$ cat config.mk
export PLATFORM = sky130hd
export DESIGN_NAME = tm1638_key_display
export DESIGN_NICKNAME = d
export VERILOG_FILES = /design/src/rtl/tm1638_driver_types.sv /design/src/rtl/tm1638_types.sv /design/src/rtl/tm1638_key_debounce.sv /design/src/rtl/tm1638_key_display.sv
export SDC_FILE = /design/constraint.sdc
export NUM_CORES = 1
export LEC_CHECK = 0
export BUFFER_PORTS_ARGS = -buffer_cell sky130_fd_sc_hd__buf_2
export CAP_MARGIN = 20
export CELL_PAD_IN_SITES_DETAIL_PLACEMENT = 0
export CELL_PAD_IN_SITES_GLOBAL_PLACEMENT = 1
export CORE_MARGIN = 5
export CORE_UTILIZATION = 30
export DETAILED_ROUTE_END_ITERATION = 7
export PLACE_DENSITY_LB_ADDON = 0.1
export SLEW_MARGIN = 20
export SYNTH_ARGS = -nofsm -noshare
export SYNTH_HDL_FRONTEND = slang
export SYNTH_SLANG_ARGS = --single-unit
export TNS_END_PERCENT = 10
$ cat constraint.sdc
create_clock -name i_Clk -period 2 [get_ports i_Clk]
set_input_delay 0.4 -clock i_Clk [delete_from_list [all_inputs] [get_ports i_Clk]]
set_output_delay 0.4 -clock i_Clk [all_outputs]
set_load 0.005 [all_outputs]
$ cat src/rtl/tm1638_driver_types.sv
// Driver-level definitions: behaviour modes, output FSM states, hex font and key-bit mapping.
package tm1638_driver_types;

   localparam int MODE_TOGGLE    = 0;
   localparam int MODE_MOMENTARY = 1;
   localparam int MODE_COUNTER   = 2;

   typedef enum logic [1:0] {OUT_IDLE, OUT_EMIT, OUT_GAP} outState_e;

   // Segment bit 0..6 drives a..g; dp is added by the caller.
   function automatic logic [6:0] hexFont(input logic [3:0] value);
      case (value)
         4'h0: hexFont = 7'h3F;
         4'h1: hexFont = 7'h06;
         4'h2: hexFont = 7'h5B;
         4'h3: hexFont = 7'h4F;
         4'h4: hexFont = 7'h66;
         4'h5: hexFont = 7'h6D;
         4'h6: hexFont = 7'h7D;
         4'h7: hexFont = 7'h07;
         4'h8: hexFont = 7'h7F;
         4'h9: hexFont = 7'h6F;
         4'hA: hexFont = 7'h77;
         4'hB: hexFont = 7'h7C;
         4'hC: hexFont = 7'h39;
         4'hD: hexFont = 7'h5E;
         4'hE: hexFont = 7'h79;
         default: hexFont = 7'h71;
      endcase
   endfunction

   // The TM1638 scatters key k across the four read bytes, two keys per byte.
   function automatic int keyBitIndex(input int key);
      return 8 * (key % 4) + 4 * (key / 4);
   endfunction

endpackage

$ cat src/rtl/tm1638_types.sv
// Shared TM1638 frame types: eight grids of eight segments plus one LED per grid.
package tm1638_types;

   localparam int MAX_GRIDS = 8;

   typedef logic [MAX_GRIDS-1:0][7:0] segments_t;
   typedef logic [MAX_GRIDS-1:0]      leds_t;

endpackage

$ cat src/rtl/tm1638_key_debounce.sv
// Decodes raw TM1638 key words, debounces over consecutive valid reads and flags press events.
module tm1638_key_debounce
   import tm1638_driver_types::*;
#(
   parameter int SPI_READ_WIDTH   = 32,
   parameter int NUM_KEYS         = 8,
   parameter int DEBOUNCE_SAMPLES = 2
)
(
   input  logic                      clock_i,
   input  logic                      reset_i,
   input  logic                      dataValid_i,
   input  logic [SPI_READ_WIDTH-1:0] data_i,
   output logic [NUM_KEYS-1:0]       accepted_o,
   output logic [NUM_KEYS-1:0]       press_o,
   output logic                      change_o
);

   localparam int CW = $clog2(DEBOUNCE_SAMPLES + 1);
   localparam logic [CW-1:0] COUNT_MAX = CW'(DEBOUNCE_SAMPLES);

   logic [NUM_KEYS-1:0] decoded;
   logic [NUM_KEYS-1:0] prev_q, prev_d;
   logic [NUM_KEYS-1:0] accepted_q, accepted_d;
   logic [NUM_KEYS-1:0] press_q;
   logic [CW-1:0]       count_q, count_d;
   logic                change_q;
   logic                unusedData;

   for (genvar k = 0; k < NUM_KEYS; k++) begin : g_decode
      assign decoded[k] = data_i[keyBitIndex(k)];
   end

   assign unusedData = ^data_i;

   // The count saturates at the threshold so a held key keeps re-accepting the same vector harmlessly.
   always_comb begin
      prev_d     = prev_q;
      count_d    = count_q;
      accepted_d = accepted_q;
      if (dataValid_i) begin
         prev_d = decoded;
         if (decoded != prev_q) begin
            count_d = CW'(1);
         end else if (count_q != COUNT_MAX) begin
            count_d = count_q + CW'(1);
         end
         if (count_d == COUNT_MAX) begin
            accepted_d = decoded;
         end
      end
   end

   always_ff @(negedge clock_i) begin
      if (reset_i) begin
         prev_q     <= '0;
         count_q    <= '0;
         accepted_q <= '0;
         press_q    <= '0;
         change_q   <= 1'b0;
      end else begin
         prev_q     <= prev_d;
         count_q    <= count_d;
         accepted_q <= accepted_d;
         press_q    <= accepted_d & ~accepted_q;
         change_q   <= (accepted_d != accepted_q);
      end
   end

   assign accepted_o = accepted_q;
   assign press_o    = press_q;
   assign change_o   = change_q;

endmodule

$ cat src/rtl/tm1638_key_display.sv
// Turns debounced TM1638 key activity into LED/segment frames and paces them with a one-cycle valid pulse.
module tm1638_key_display
   import tm1638_types::*;
   import tm1638_driver_types::*;
#(
   parameter int SPI_READ_WIDTH   = 32,
   parameter int NUM_KEYS         = 8,
   parameter int DEBOUNCE_SAMPLES = 2,
   parameter int MODE             = 0,
   parameter int REFRESH_CYCLES   = 0
)
(
   input  logic                      i_Clk,
   input  logic                      i_Rst,
   input  logic                      i_Data_Valid,
   input  logic [SPI_READ_WIDTH-1:0] i_Data,
   output segments_t                 o_Segments,
   output leds_t                     o_Leds,
   output logic                      o_Valid
);

   localparam logic [31:0] REFRESH_RELOAD =
      (REFRESH_CYCLES > 0) ? 32'(REFRESH_CYCLES - 1) : 32'd0;

   logic [NUM_KEYS-1:0]      accepted, press;
   logic                     change;
   logic [NUM_KEYS-1:0]      toggle_q, toggle_d;
   logic [NUM_KEYS-1:0][3:0] counter_q, counter_d;
   segments_t                frameSeg, segments_q;
   leds_t                    frameLed, leds_q;
   outState_e                state_q;
   logic                     valid_q, pending_q, startup_q;
   logic [31:0]              refresh_q;
   logic                     frameChange, refreshExpire, newRequest, request;
   logic                     unusedSignals;

   tm1638_key_debounce #(
      .SPI_READ_WIDTH  (SPI_READ_WIDTH),
      .NUM_KEYS        (NUM_KEYS),
      .DEBOUNCE_SAMPLES(DEBOUNCE_SAMPLES)
   ) uDebounce (
      .clock_i    (i_Clk),
      .reset_i    (i_Rst),
      .dataValid_i(i_Data_Valid),
      .data_i     (i_Data),
      .accepted_o (accepted),
      .press_o    (press),
      .change_o   (change)
   );

   // The frame is built from next-state values so an emit lands in the same cycle as the key update.
   for (genvar k = 0; k < MAX_GRIDS; k++) begin : g_grid
      if (k < NUM_KEYS) begin : g_used
         assign toggle_d[k]  = toggle_q[k] ^ press[k];
         assign counter_d[k] = counter_q[k] + {3'b000, press[k]};
         assign frameLed[k]  = (MODE == MODE_TOGGLE) ? toggle_d[k] : accepted[k];
         assign frameSeg[k]  = (MODE == MODE_COUNTER) ? {accepted[k], hexFont(counter_d[k])}
                                                      : {8{frameLed[k]}};
      end else begin : g_blank
         assign frameLed[k] = 1'b0;
         assign frameSeg[k] = 8'h00;
      end
   end

   // In TOGGLE a release leaves the frame untouched; in the other modes any accepted change is visible.
   assign frameChange   = (MODE == MODE_TOGGLE) ? (|press) : change;
   assign refreshExpire = (REFRESH_CYCLES != 0) && (refresh_q == 32'd0);
   assign newRequest    = frameChange | refreshExpire | startup_q;
   assign request       = newRequest | pending_q;
   assign unusedSignals = ^{accepted, change};

   // Output pacing: requests arriving in EMIT or GAP merge into pending and go out on the next IDLE.
   always_ff @(negedge i_Clk) begin
      if (i_Rst) begin
         state_q    <= OUT_IDLE;
         valid_q    <= 1'b0;
         pending_q  <= 1'b0;
         startup_q  <= 1'b1;
         refresh_q  <= '0;
         segments_q <= '0;
         leds_q     <= '0;
         toggle_q   <= '0;
         counter_q  <= '0;
      end else begin
         toggle_q  <= toggle_d;
         counter_q <= counter_d;
         startup_q <= 1'b0;
         valid_q   <= 1'b0;
         if (refresh_q != 32'd0) begin
            refresh_q <= refresh_q - 32'd1;
         end
         case (state_q)
            OUT_IDLE: begin
               if (request) begin
                  state_q   <= OUT_EMIT;
                  valid_q   <= 1'b1;
                  pending_q <= 1'b0;
                  refresh_q <= REFRESH_RELOAD;
                  if (!startup_q) begin
                     segments_q <= frameSeg;
                     leds_q     <= frameLed;
                  end
               end
            end
            OUT_EMIT: begin
               state_q   <= OUT_GAP;
               pending_q <= pending_q | newRequest;
            end
            default: begin
               state_q   <= OUT_IDLE;
               pending_q <= pending_q | newRequest;
            end
         endcase
      end
   end

   assign o_Segments = segments_q;
   assign o_Leds     = leds_q;
   assign o_Valid    = valid_q;

endmodule

== Yosys cells after proc, flatten, opt, wreduce, memory -nomap -nowiden ==
Index checks and enable logic that the tools add are counted.

* Input bits: 35
* Word-level logic and storage cells: 53
* Output and inout bits: 73
* Register bits: 55

* Multiplexer cells: 11
* Equal/unequal tests: 5
* $add $sub $neg: 1
* Bitwise operators: 14
* Reductions and logical operators: 4

{| class="wikitable"
|+ Operator list
! cell !! count
|-
| $mux W8 || 2
|-
| $and A8 B8 Y8 || 1
|-
| $mux W2 || 4
|-
| $ne A8 B8 Y1 || 1
|-
| $not A8 Y8 || 1
|-
| $reduce_or A8 Y1 || 1
|-
| $xor A1 B1 Y1 || 8
|-
| $mux W1 || 4
|-
| $ne A2 B2 Y1 const B || 2
|-
| $pmux W2 S2 || 1
|-
| $reduce_and A3 Y1 || 1
|-
| $add A2 B1 Y2 const B || 1
|-
| $eq A2 B1 Y1 const B || 1
|-
| $eq A2 B2 Y1 const B || 1
|-
| $logic_not A2 Y1 || 1
|-
| $not A1 Y1 || 2
|-
| $or A1 B1 Y1 || 2
|-
| $reduce_or A2 Y1 || 1
|}

== Depth between registers and ports, before layout ==
Gate-level depths: netlist of the first run.

* Word-level depth: 8
* Depth in mapped cells: 5
* Mapped depth without buffers: 5

== Modules after synthesis ==
From an unflattened synthesis of the first run, not the netlist that was laid out.

* Cell total of the unflattened synthesis: 271
* Area, all modules: 2646.3 um2

{| class="wikitable"
|+ By module, submodules not included
! module !! times used !! cells an instance !! area an instance (um2)
|-
| tm1638_key_debounce || 1 || 131 || 1337.5
|-
| tm1638_key_display || 1 || 140 || 1308.8
|}

==> out/qor.txt, run 1 <==
num ports: 108
CP max stage delay: 560 ps
status: finished, violations left
most common cell after layout, fill and taps aside: buf_2
critical path startpoint category: primary input
GRT Util Overall: 0.0984
TritonCTS sink count: 47
fill count: 790
Crit. End Element: register
Distinct cells, synth: 28
HP Class: reg2reg
Routed WL: 4530 um
First-pass DRT Iterations: 4
R2R depth: 5
DRC: 0
Setup Skew: 13.2 ps
#FFs+latches synth: 47
r2r setup slk: 300 ps
Clock transition at path regs: 40 ps
Final WS setup: -461 ps
I/O Buffers: 83
worst r2r dst: uDebounce.accepted_o[5]$_SDFF_NP0_
Area Overhead vs Synth: 32.5%
area of the die: 0.00936 mm2
GRT overflow: 0
Min Hold Slack: 418 ps
syn avg cell area: 9.65 um2
Critical R2R Launch: uDebounce.prev_q[0]$_SDFFE_NP0P_
WS Path Type: in2reg
worst hold start: uDebounce.accepted_o[7]$_SDFF_NP0_
hold depth: 1
post-route ant nets: 0
Antenna diodes: 0
CTS Buffer Depth: 2
vias in the first global route: 1,783
Total Neg Setup Slack: -24,070 ps
Max Slew Vio Count: 0
worst slew pin tran: 441 ps
Post-Syn Instances: 234
Yosys warning total: 0
Worst-Skew Late Latency: 360 ps
relative slew slack: 0.703
via/cell ratio: 4.09
cts bufs inserted: 5
largest net degree at the start of global routing: 25
HPWL after DPL: 3350 um
failing checks: negative setup slack
initial antenna violation count: 0
Cell Pwr Density: 795 mW/mm2
Req. time, crit path: 1280 ps
Mapped Area: 0.00226 mm2
CP Data Arrival Time: 1740 ps
TritonCTS clock tree: done
root buf cell: clkbuf_8
nets: 360
first-pass GRT wire length: 7730 um
H-tree levels: 2
register area share after synthesis: 0.417
DR WL/cell: 10.7 um
Starting DRT DRC Count: 23
Die H: 96.8 um
Peak supply drop: 0.000452 V
power consumption: 2.38 mW
worst path cell trace: buf_6 > xor2_2 > or4_4 > nor4_4 > buf_12 > mux2i_1
worst-path maximum fanout: 8
Die X: 96.8 um
WP buf/inv: 2
delay-heaviest family, CP: simple AND/OR/NAND/NOR gates
Final Setup Violations: 90
total number of vias: 1,734
Min-Delay Endpoint: uDebounce.press_o[7]$_SDFF_NP0_
# rows: 31
commonest non-fill, non-tap cells in the layout: buf_2, inv_1, dfxtp_1, nor2_1, buf_4
proportion of layout cells with a drive suffix above 1: 0.431
Lkg Pwr: 1.53 nW
GPL Wtd Cong: 0.676
initial core utilization: 0.310
post-synthesis net count: 270
Core Region: 0.00729 mm2
Final Hold Fails: 0
Crit-path slowest cell: or4_4
max-cap violation count: 0
RSZ-0062 raised after global routing: yes
-- metal layers --
layer | vias to the layer above | track usage | wire [um]
li1 | 893 | - | -
met2 | 74 | 0.148 | 2080
met1 | 758 | 0.102 | 1920
met3 | 9 | 0.0612 | 452
met4 | 0 | 0.0648 | 79
met5 | - | 0 | 0
-- cells in the mapped netlist, drive strengths merged --
master | count | area, um2
and4 | 1 | 8.76
nor3b | 1 | 7.51
mux2i | 16 | 160
a21oi | 1 | 5.00
a211oi | 8 | 60.1
nor2 | 27 | 101
ha | 1 | 12.5
nor4 | 4 | 40.0
nand2 | 1 | 3.75
or4 | 1 | 11.3
xor2 | 4 | 35.0
a31oi | 2 | 12.5
inv | 3 | 11.3
nor2b | 1 | 6.26
o21bai | 1 | 7.51
clkbuf | 7 | 26.3
xnor2 | 12 | 105
or3 | 2 | 13.8
nand4 | 2 | 12.5
dfxtp | 47 | 941
nor3 | 2 | 10.0
or2b | 1 | 7.51
a31o | 1 | 8.76
buf | 64 | 480
nand2b | 16 | 100
nor4b | 8 | 70.1
-- stage by stage --
step	utilization	instances	setup WS, ps	cell area [um2]
2_1_floorplan	-	234	-822	2270
3_5_place_dp	0.348	370	-938	2540
5_1_grt	0.410	424	-529	2990
6_report	0.410	424	-461	2990
3_3_place_gp	0.348	370	-969	2540
4_1_cts	0.406	424	-454	2960
-- kinds of logic (layout without fill, tap and decap cells) --
kind of cell | Yosys count | in the layout | share of synthesized area
buffers and inverters | 74 | 165 | 0.229
AND/OR/NAND/NOR | 67 | 67 | 0.174
flip-flops | 47 | 47 | 0.417
XOR/XNOR | 16 | 16 | 0.0620
multiplexers | 16 | 16 | 0.0709
AO/OA/AOI/OAI | 13 | 13 | 0.0416
adder cells (fa/ha/maj) | 1 | 1 | 0.00554
-- worst max path at each step --
stage / from / cells past startpoint / endpoint
floorplan: i_Data[0] / 4 / uDebounce.accepted_o[0]$_SDFF_NP0_
global placement: i_Data[20] / 8 / uDebounce.press_o[0]$_SDFF_NP0_
detailed placement: i_Data[20] / 8 / uDebounce.press_o[0]$_SDFF_NP0_
CTS: i_Data[0] / 6 / uDebounce.accepted_o[6]$_SDFF_NP0_
global route: i_Data[20] / 7 / uDebounce.accepted_o[6]$_SDFF_NP0_
finish: i_Data[0] / 6 / uDebounce.accepted_o[5]$_SDFF_NP0_
-- flip-flops by register name, summed over array words and instances, names as in the netlist --
signal	count
toggle_q	8
uDebounce.press_o	8
uDebounce.count_q	2
uDebounce.prev_q	8
o_Valid	1
startup_q	1
state_q	2
o_Segments	1
uDebounce.accepted_o	8
pending_q	1
o_Leds	7
-- power breakdown --
part / internal, mW / total [mW] / switching [mW]
Sequential: 0.972 / 1.01 / 0.0336
Combinational: 0.170 / 0.307 / 0.137
Clock: 0.500 / 1.07 / 0.566
Total: 1.64 / 2.38 / 0.737
-- repair_timing --
item,CTS,global route
endpoints found under the setup margin,90,90
endpoints found under the hold margin,0,0
setup buffers,1,0
pin swaps,4,1
hold buffers,0,0
gates resized for setup,33,4
-- area by class of cell --
type,count,area (um2),share of cell area
inverter,2,7.51,0.00251
clock inverter,50,223,0.0744
sequential,47,971,0.324
multi-input combinational,113,923,0.309
timing repair buffer,108,676,0.226
clock buffer,5,68.8,0.0230
tap,99,124,0.0414
No activity file was read; power rests on OpenSTA's default activity.
==> run 2: changes to the inputs <==
--- a/config.mk
+++ b/config.mk
@@ -13,6 +13,7 @@
 export CORE_UTILIZATION = 30
 export DETAILED_ROUTE_END_ITERATION = 7
 export PLACE_DENSITY_LB_ADDON = 0.1
+export REMOVE_ABC_BUFFERS = 1
 export SLEW_MARGIN = 20
 export SYNTH_ARGS = -nofsm -noshare
 export SYNTH_HDL_FRONTEND = slang
==> run 2 against run 1 <==
  * Via count rose by 0.58%
  * Sequential share of layout area rose by 1.1 points
  * The flow still finishes with violations (negative setup slack)
  * Core utilization fell by 1.3 points
  * Largest cell class unchanged
  * Combinational power fell by 1%
  * First-iteration DRC count rose by 22%
  * Total power fell by 6.6%
  * Critical path type unchanged
==> out/qor.txt, run 2 (same netlist as run 1, synthesis figures left out) <==
Die H: 96.8 um
critical path startpoint category: primary input
TritonCTS clock tree: done
Core Region: 0.00729 mm2
WS Path Type: in2reg
Crit. End Element: register
R2R depth: 5
initial core utilization: 0.310
via/cell ratio: 4.13
worst r2r dst: uDebounce.accepted_o[3]$_SDFF_NP0_
r2r setup slk: 290 ps
total number of vias: 1,744
Max Slew Vio Count: 0
NetSw: 721 uW
Lkg Pwr: 1.49 nW
Clk pwr share: 0.411
GPL Wtd Cong: 0.699
hold depth: 1
cts bufs inserted: 5
Setup Skew: 9.55 ps
Flop pwr share: 0.453
num ports: 108
switching share of total power: 0.324
Placed Cells: 368
HP Class: reg2reg
I/O Buffers: 83
H-tree levels: 2
TritonCTS sink count: 47
# rows: 31
worst-path maximum fanout: 5
status: finished, violations left
largest net degree at the start of global routing: 19
combinational power share: 0.136
CTS Buffer Depth: 2
Final Setup Violations: 91
failing checks: negative setup slack
Final Hold Fails: 0
Starting DRT DRC Count: 28
Final WS setup: -491 ps
nets: 359
area of the die: 0.00936 mm2
first-pass GRT wire length: 7760 um
Min Hold Slack: 432 ps
relative slew slack: 0.653
Peak supply drop: 0.000319 V
Min-Delay Endpoint: uDebounce.press_o[0]$_SDFF_NP0_
GRT Util Overall: 0.101
HPWL after DPL: 3350 um
DRC: 0
Req. time, crit path: 1270 ps
Routed WL: 4600 um
Die X: 96.8 um
GRT overflow: 0
CP Data Arrival Time: 1770 ps
Total Neg Setup Slack: -23,920 ps
vias in the first global route: 1,682
Critical R2R Launch: uDebounce.prev_q[0]$_SDFFE_NP0P_
Antenna diodes: 0
DR WL/cell: 10.9 um
hold_buf cts: 0
pre-CTS setup slack: -1010 ps
Clock transition at path regs: 30 ps
initial antenna violation count: 0
root buf cell: clkbuf_8
worst slew pin tran: 515 ps
fin cells: 422
Area Overhead vs Synth: 28.3%
most common cell after layout, fill and taps aside: buf_2
max-cap violation count: 0
First-pass DRT Iterations: 4
proportion of layout cells with a drive suffix above 1: 0.433
RSZ-0062 raised after global routing: yes
post-route ant nets: 0
worst hold start: uDebounce.accepted_o[0]$_SDFF_NP0_
Cell Pwr Density: 767 mW/mm2
Worst-Skew Late Latency: 360 ps
commonest non-fill, non-tap cells in the layout: buf_2, inv_1, dfxtp_1, nor2_1, buf_4
Int Power: 1.50 mW
-- run 2: cell count changes in the layout (fill, tap and decap cells not counted), sizes merged --
cell | before | now
buf | 108 | 107
bufinv | 1 | 0
clkinv | 0 | 1
clkinvlp | 1 | 0
-- run 2: worst max-delay path by stage --
stage               startpoint                            endpoint
finish               i_Data[0]  uDebounce.accepted_o[3]$_SDFF_NP0_
global route         i_Data[0]  uDebounce.accepted_o[1]$_SDFF_NP0_
CTS                  i_Data[0]  uDebounce.accepted_o[3]$_SDFF_NP0_
detailed placement  i_Data[20]  uDebounce.accepted_o[3]$_SDFF_NP0_
global placement    i_Data[20]  uDebounce.accepted_o[1]$_SDFF_NP0_
floorplan           i_Data[20]  uDebounce.accepted_o[0]$_SDFF_NP0_
-- run 2: per-stage QoR --
step / power, mW / util / area [um2]
after global placement: 1.46 / 0.341 / 2490
final: 2.22 / 0.397 / 2900
after floorplan: 1.27 / - / 1750
after global routing: 2.48 / 0.397 / 2900
after detailed placement: 1.46 / 0.341 / 2490
after CTS: 2.31 / 0.397 / 2900
-- run 2: layer usage --
layer / share of wire / GRT usage / wire length [um]
met5: 0 / 0 / 0
met2: 0.43 / 0.133 / 1960
met1: 0.43 / 0.110 / 2000
met4: 0.013 / 0.0724 / 61
met3: 0.13 / 0.0748 / 582
-- run 2: area by class of cell --
cell class                 instances  area (um2)
sequential                        47         971
timing repair buffer             107         641
inverter                           2        7.51
tap                               99         124
clock inverter                    49         191
clock buffer                       5        68.8
fill                             795        4400
multi-input combinational        113         893
-- run 2: timing repair --
action	CTS	global route
endpoints found under the setup margin	91	91
buffers inserted	1	0
pin swaps	7	0
gates resized for setup	35	0
-- run 2: power by group through the flow --
stage          Combinational, mW  Clock, mW  Sequential (mW)
6_report                   0.303      0.913             1.01
5_1_grt                    0.333       1.13             1.01
4_1_cts                    0.306       1.00             1.01
3_5_place_dp               0.290      0.146             1.02
3_3_place_gp               0.295      0.146             1.02
2_1_floorplan             0.0809      0.146             1.04
-- run 2: worst max-delay path, stage by stage --
cell	delay, ps
buf_6	100
xor2_2	150
or4_4	560
nor4_4	190
buf_6	170
mux2i_1	200
